[src/rtl/calc_disp_pkg.sv]
// Shared types and constants for the result-to-display path: FSM states,
// BCD nibble type and active-low segment patterns ({g,f,e,d,c,b,a}).
package calc_disp_pkg;

    localparam int RESULT_W = 14;

    typedef enum logic [1:0] {
        ST_IDLE    = 2'd0,
        ST_CONVERT = 2'd1,
        ST_COMMIT  = 2'd2
    } state_t;

    typedef logic [3:0] bcd_t;

    localparam logic [RESULT_W-1:0] MAX_DISPLAY = 14'd9999;

    localparam logic [6:0] SEG_DIGIT [0:9] = '{
        7'b1000000, 7'b1111001, 7'b0100100, 7'b0110000, 7'b0011001,
        7'b0010010, 7'b0000010, 7'b1111000, 7'b0000000, 7'b0010000
    };
    localparam logic [6:0] SEG_DASH  = 7'b0111111;
    localparam logic [6:0] SEG_BLANK = 7'b1111111;

endpackage

[src/rtl/display_scan_ctrl_if.sv]
// Result/control/display bundle between the calculator side and the scan controller.
interface display_scan_ctrl_if;
    import calc_disp_pkg::*;

    logic [RESULT_W-1:0] result_in;
    logic                load;
    logic                blank_lz;
    logic                busy;
    logic                done;
    logic [6:0]          seg;
    logic [3:0]          an;

    modport master (
        output result_in, load, blank_lz,
        input  busy, done, seg, an
    );

    modport slave (
        input  result_in, load, blank_lz,
        output busy, done, seg, an
    );

endinterface

[src/rtl/bcd_seg_decoder.sv]
// One BCD nibble to an active-low 7-segment pattern; dash overrides blank,
// and non-decimal nibbles show nothing.
module bcd_seg_decoder
    import calc_disp_pkg::*;
(
    input  bcd_t       digit,
    input  logic       blank,
    input  logic       dash,
    output logic [6:0] seg
);

    always_comb begin
        seg = SEG_BLANK;
        if (dash) begin
            seg = SEG_DASH;
        end else if (!blank && (digit <= 4'd9)) begin
            seg = SEG_DIGIT[digit];
        end
    end

endmodule

[src/rtl/display_scan_ctrl.sv]
// Captures a binary result, converts it to four BCD digits by double-dabble,
// then multiplexes the committed digits onto a common-anode 4-digit display.
module display_scan_ctrl
    import calc_disp_pkg::*;
#(
    parameter int WIDTH       = RESULT_W,
    parameter int REFRESH_DIV = 100000
) (
    input  logic                clk,
    input  logic                rst,
    display_scan_ctrl_if.slave  bus
);

    localparam int CNT_W = (REFRESH_DIV > 1) ? $clog2(REFRESH_DIV) : 1;
    localparam logic [CNT_W-1:0] CNT_MAX = CNT_W'(REFRESH_DIV - 1);

    state_t           state_reg;
    logic             busy_reg;
    logic             done_reg;
    logic [WIDTH-1:0] bin_reg;
    logic [15:0]      bcd_reg;
    logic [3:0]       step_reg;
    logic             ovf_pending_reg;
    bcd_t             disp_digit_reg [4];
    logic             ovf_reg;

    logic [CNT_W-1:0] cnt_reg;
    logic [1:0]       scan_idx_reg;
    logic [3:0]       an_reg;
    logic [6:0]       seg_reg;

    logic [15:0]        bcd_adj;
    logic [WIDTH+15:0]  shifted_next;
    logic [3:0]         blank_next;
    logic [6:0]         dec_seg [4];

    // Add-3 correction on every nibble before the shift of each step.
    generate
        for (genvar gi = 0; gi < 4; gi++) begin : g_adj
            assign bcd_adj[4*gi +: 4] = (bcd_reg[4*gi +: 4] >= 4'd5) ?
                                        bcd_reg[4*gi +: 4] + 4'd3 :
                                        bcd_reg[4*gi +: 4];
        end
    endgenerate

    assign shifted_next = {bcd_adj, bin_reg} << 1;

    always_ff @(posedge clk) begin
        if (rst) begin
            state_reg       <= ST_IDLE;
            busy_reg        <= 1'b0;
            done_reg        <= 1'b0;
            bin_reg         <= '0;
            bcd_reg         <= '0;
            step_reg        <= '0;
            ovf_pending_reg <= 1'b0;
            ovf_reg         <= 1'b0;
            for (int i = 0; i < 4; i++) disp_digit_reg[i] <= '0;
        end else begin
            done_reg <= 1'b0;
            unique case (state_reg)
                ST_IDLE: begin
                    if (bus.load) begin
                        bin_reg         <= bus.result_in;
                        bcd_reg         <= '0;
                        ovf_pending_reg <= (bus.result_in > MAX_DISPLAY);
                        step_reg        <= 4'(WIDTH - 1);
                        busy_reg        <= 1'b1;
                        state_reg       <= ST_CONVERT;
                    end
                end
                ST_CONVERT: begin
                    {bcd_reg, bin_reg} <= shifted_next;
                    step_reg           <= step_reg - 4'd1;
                    if (step_reg == 4'd0) state_reg <= ST_COMMIT;
                end
                ST_COMMIT: begin
                    for (int i = 0; i < 4; i++) disp_digit_reg[i] <= bcd_reg[4*i +: 4];
                    ovf_reg   <= ovf_pending_reg;
                    done_reg  <= 1'b1;
                    busy_reg  <= 1'b0;
                    state_reg <= ST_IDLE;
                end
                default: state_reg <= ST_IDLE;
            endcase
        end
    end

    // Zero-run from the thousands digit downwards; units always stay lit.
    always_comb begin
        blank_next    = 4'b0000;
        blank_next[3] = bus.blank_lz && !ovf_reg && (disp_digit_reg[3] == 4'd0);
        blank_next[2] = blank_next[3] && (disp_digit_reg[2] == 4'd0);
        blank_next[1] = blank_next[2] && (disp_digit_reg[1] == 4'd0);
    end

    generate
        for (genvar gi = 0; gi < 4; gi++) begin : g_dec
            bcd_seg_decoder u_dec (
                .digit (disp_digit_reg[gi]),
                .blank (blank_next[gi]),
                .dash  (ovf_reg),
                .seg   (dec_seg[gi])
            );
        end
    endgenerate

    // Scan index 0 is the thousands digit, so the digit slot is reversed.
    always_ff @(posedge clk) begin
        if (rst) begin
            cnt_reg      <= '0;
            scan_idx_reg <= 2'd0;
            an_reg       <= 4'b1111;
            seg_reg      <= SEG_BLANK;
        end else begin
            if (cnt_reg == CNT_MAX) begin
                cnt_reg      <= '0;
                scan_idx_reg <= scan_idx_reg + 2'd1;
            end else begin
                cnt_reg <= cnt_reg + 1'b1;
            end
            an_reg  <= ~(4'b1000 >> scan_idx_reg);
            seg_reg <= dec_seg[2'd3 - scan_idx_reg];
        end
    end

    assign bus.busy = busy_reg;
    assign bus.done = done_reg;
    assign bus.seg  = seg_reg;
    assign bus.an   = an_reg;

endmodule

[src/flat_wrapper.sv]
// flat-port wrapper written by rule: the top's interface ports become plain ports
module display_scan_ctrl_flat import calc_disp_pkg::*;
#(
    parameter int WIDTH       = RESULT_W,
    parameter int REFRESH_DIV = 100000
)
  (clk, rst, bus_result_in, bus_load, bus_blank_lz, bus_busy, bus_done, bus_seg, bus_an);
  display_scan_ctrl_if bus_i ();
  input  logic clk;
  input  logic rst;
  input wire logic [$bits(bus_i.result_in)-1:0] bus_result_in;
  input wire logic [$bits(bus_i.load)-1:0] bus_load;
  input wire logic [$bits(bus_i.blank_lz)-1:0] bus_blank_lz;
  output wire logic [$bits(bus_i.busy)-1:0] bus_busy;
  output wire logic [$bits(bus_i.done)-1:0] bus_done;
  output wire logic [$bits(bus_i.seg)-1:0] bus_seg;
  output wire logic [$bits(bus_i.an)-1:0] bus_an;
  assign bus_i.result_in = bus_result_in;
  assign bus_i.load = bus_load;
  assign bus_i.blank_lz = bus_blank_lz;
  assign bus_busy = bus_i.busy;
  assign bus_done = bus_i.done;
  assign bus_seg = bus_i.seg;
  assign bus_an = bus_i.an;
  display_scan_ctrl #(.WIDTH(WIDTH), .REFRESH_DIV(REFRESH_DIV)) u_core (.clk(clk), .rst(rst), .bus(bus_i));
endmodule
[config.mk]
export PLATFORM = sky130hd
export DESIGN_NAME = display_scan_ctrl_flat
export DESIGN_NICKNAME = d
export VERILOG_FILES = /design/src/rtl/calc_disp_pkg.sv /design/src/rtl/display_scan_ctrl_if.sv /design/src/rtl/bcd_seg_decoder.sv /design/src/rtl/display_scan_ctrl.sv /design/src/flat_wrapper.sv
export SDC_FILE = /design/constraint.sdc
export NUM_CORES = 1
export LEC_CHECK = 0
export BUFFER_PORTS_ARGS = -buffer_cell sky130_fd_sc_hd__clkbuf_2
export CAP_MARGIN = 20
export CORE_ASPECT_RATIO = 1.75
export CORE_MARGIN = 3
export CORE_UTILIZATION = 55
export CTS_CLUSTER_SIZE = 24
export DETAILED_ROUTE_END_ITERATION = 10
export PLACE_DENSITY = 0.74
export SYNTH_ARGS = -nofsm -noshare
export SYNTH_HDL_FRONTEND = slang
export SYNTH_SLANG_ARGS = --single-unit
[constraint.sdc]
create_clock -name clk -period 3.02 [get_ports clk]
set_input_delay 0.151 -clock clk [delete_from_list [all_inputs] [get_ports clk]]
set_output_delay 0.151 -clock clk [all_outputs]
set_load 0.02 [all_outputs]
==> metrics.cfg <==
[status]
status=finished, final reports clean

[layout]
layout-drive-gt1-share_pct=9.98
final_design_area_no_fill_mm2=0.00503
area_growth_pct=10.9
fill_cells=685
final_nets=608
largest_reg_flops=17
diodes=0

[power_and_ir_drop]
leakage_nw=2.01
swShare_pct=25.5
ir_drop_mv=0.505
power.density_mw_per_mm2=523
p_switching_uw=673
p_int_mw=1.96
combPwrFrac_pct=10.5
p_clk_share_pct=41.3
pwr-share-seq_pct=48.2

[setup_path]
cp_slowest_cell=or4b_4
end_kind=flip-flop
critPathMaxFanout=5
crit_top_cell=or4b_4
crit_family=simple AND/OR/NAND/NOR gates
critPathMaxStageDelay_ps=500
worst-path-buf-inv=1
crit_arrival_ps=2500
worstPathRequired_ps=3280
r2r_slack_ps=770
crit_type=reg -> reg
cp-start-kind=flip-flop
path_cells=inv_1 > ha_1 > or4b_4 > or4b_4 > nand3_2 > o22ai_1 > a211oi_2

[synth]
ys.flop_type=dfxtp_1
synth_area_mm2=0.00454
ys_warn_count=0
syn_inst=535
synth_edf_count=16
yosysTopAreaCell=dfxtp_1
yosys-top-cells-count=nor2_1, dfxtp_1, nand2_1
postSynth.asyncResetShare_pct=0
synth_nets=587
synth_top_area_share_pct=30.9
synth-seq-cells=86
ys_types=50
ys_top_cells_by_area=dfxtp_1, edfxtp_1, ha_1
yosysSeqAreaShare_pct=41.4
yosys.cell_count.top_type=nor2_1
syn_avg_cell_area_um2=8.49

[placed_design]
post_dp_cell_area_mm2=0.00473
gp_congestion=0.912
dpl.hpwl_um=6760
place_ws_ps=778
port_buffers=30

[routing]
drt-wirelength-per-cell_um=13.9
wl_um=9040
viasPerCell=5.73
vias=3732
antenna_left=0
dr.pass1.iters=5
drc_errors=0
drt_iter0_drc=204

[sta]
hold_violations=0
relSlewSlack_pct=42.5
tightest_slew_ps=863
slew_viol_final=0
final.setup.worst_slack_ps=774
rsz0062_at_grt=no
min_period_ps=2250
timing.fmax_ghz=0.445
post-route-period-util_pct=74.4
finalSetupViolations=0
fin_skew_ps=6.04
setup_tns_ps=0

[floorplan]
die_y_um=126
rows=43
dieWidth_um=74.7
core_mm2=0.00796
ioPinCount=31
initial_core_util_pct=57.0
die_area_mm2=0.00942

[hold_path]
hold_path_class=in -> reg

[global_routing]
grt_usage_pct=21.1
overflow=0
antenna_found_initial=0
grt_pass1_wl_um=15700
grt_pass1_vias=3602
grt_max_degree=57

[clock_tree]
hold_buffers=0
clk_path_buf_depth=2
clk_pin_slew_ps=60
post_cts_resized=0
cts_tree=built
cts_setup_buffers=0
cts_sinks=86
htreeDepth=3
cts_buffers=9
clkLatencyLatePin_ps=330
cts-root-buf=clkbuf_16

[flow_run]
cap_violations=0

[power groups by stage]
stage | logic, mW | registers (mW) | clock network [mW]
2_1_floorplan | 0.200 | 1.29 | 0
3_3_place_gp | 0.269 | 1.29 | 0
3_5_place_dp | 0.277 | 1.29 | 0
4_1_cts | 0.279 | 1.27 | 1.12
5_1_grt | 0.316 | 1.28 | 1.17
6_report | 0.277 | 1.27 | 1.09
[worst paths after layout]
| kind | cells after the start | startpoint | endpoint |
|---|---|---|---|
| max | 7 | u_core.disp_digit_reg[2][0] | u_core.bus.seg[3] |
| min reg2reg | 1 | u_core.step_reg[3] | u_core.step_reg[3] |
| max reg2reg | 7 | u_core.disp_digit_reg[2][0] | u_core.bus.seg[3] |
| min | 3 | bus_result_in[0] | u_core.bin_reg[0] |
[logic make-up (layout without fill, tap and decap cells)]
logic type | count (synthesis) | after routing | synth area share (%)
AND/OR/NAND/NOR | 218 | 218 | 22.5
AO/OA/AOI/OAI | 116 | 116 | 16.7
flip-flops | 86 | 86 | 41.4
buffers and inverters | 54 | 80 | 4.68
adder cells (fa/ha/maj) | 34 | 34 | 9.37
XOR/XNOR | 23 | 23 | 4.44
multiplexers | 4 | 4 | 0.882
[final cells by class]
cell class / count / area (um^2) / share of cell area [%]
multi-input combinational: 395 / 2450 / 48.6
timing repair buffer: 34 / 180 / 3.58
clock buffer: 11 / 264 / 5.24
sequential: 86 / 1880 / 37.4
clock inverter: 5 / 37.5 / 0.746
inverter: 30 / 113 / 2.24
tap: 90 / 113 / 2.24
[metal layers]
layer  global-route usage [%]  vias to the layer above  part of all wire [%]
met3                     5.59                       23                   3.3
met2                     36.9                       79                    52
li1                         -                     1895                     -
met1                     22.8                     1735                    41
met4                     9.96                        0                   3.8
met5                        0                        -                     0
[worst min-delay path, stage by stage]
cell	delay [ps]
clkbuf_2	70
a22oi_1	50
nor2_1	80
[metrics by stage]
step           hold slack (ps)  std cells  power, mW  util [%]
5_1_grt                   79.4        651       2.76      63.2
4_1_cts                   53.3        651       2.67      63.2
2_1_floorplan              299        535       1.49         -
3_3_place_gp               395        635       1.56      59.4
3_5_place_dp               405        635       1.57      59.4
6_report                  59.3        651       2.64      63.2
[placed cells by master (no fill, tap or decap), types with 4 or more instances in the layout]
| cell | n |
|---|---|
| a21o_1 | 6 |
| nor3_1 | 23 |
| clkbuf_2 | 30 |
| clkbuf_16 | 10 |
| xnor2_1 | 16 |
| inv_1 | 30 |
| nand2b_1 | 17 |
| edfxtp_1 | 16 |
| and2_1 | 9 |
| and3_1 | 4 |
| a21oi_1 | 36 |
| nor2_1 | 84 |
| nand2_1 | 49 |
| xor2_1 | 7 |
| ha_1 | 34 |
| a311oi_1 | 11 |
| buf_4 | 4 |
| nor4_1 | 4 |
| mux2i_1 | 4 |
| o21ai_0 | 21 |
| a22oi_1 | 8 |
| dfxtp_1 | 70 |
| nand3_1 | 11 |
| a211oi_1 | 10 |
No activity file was read; power rests on OpenSTA's default activity.
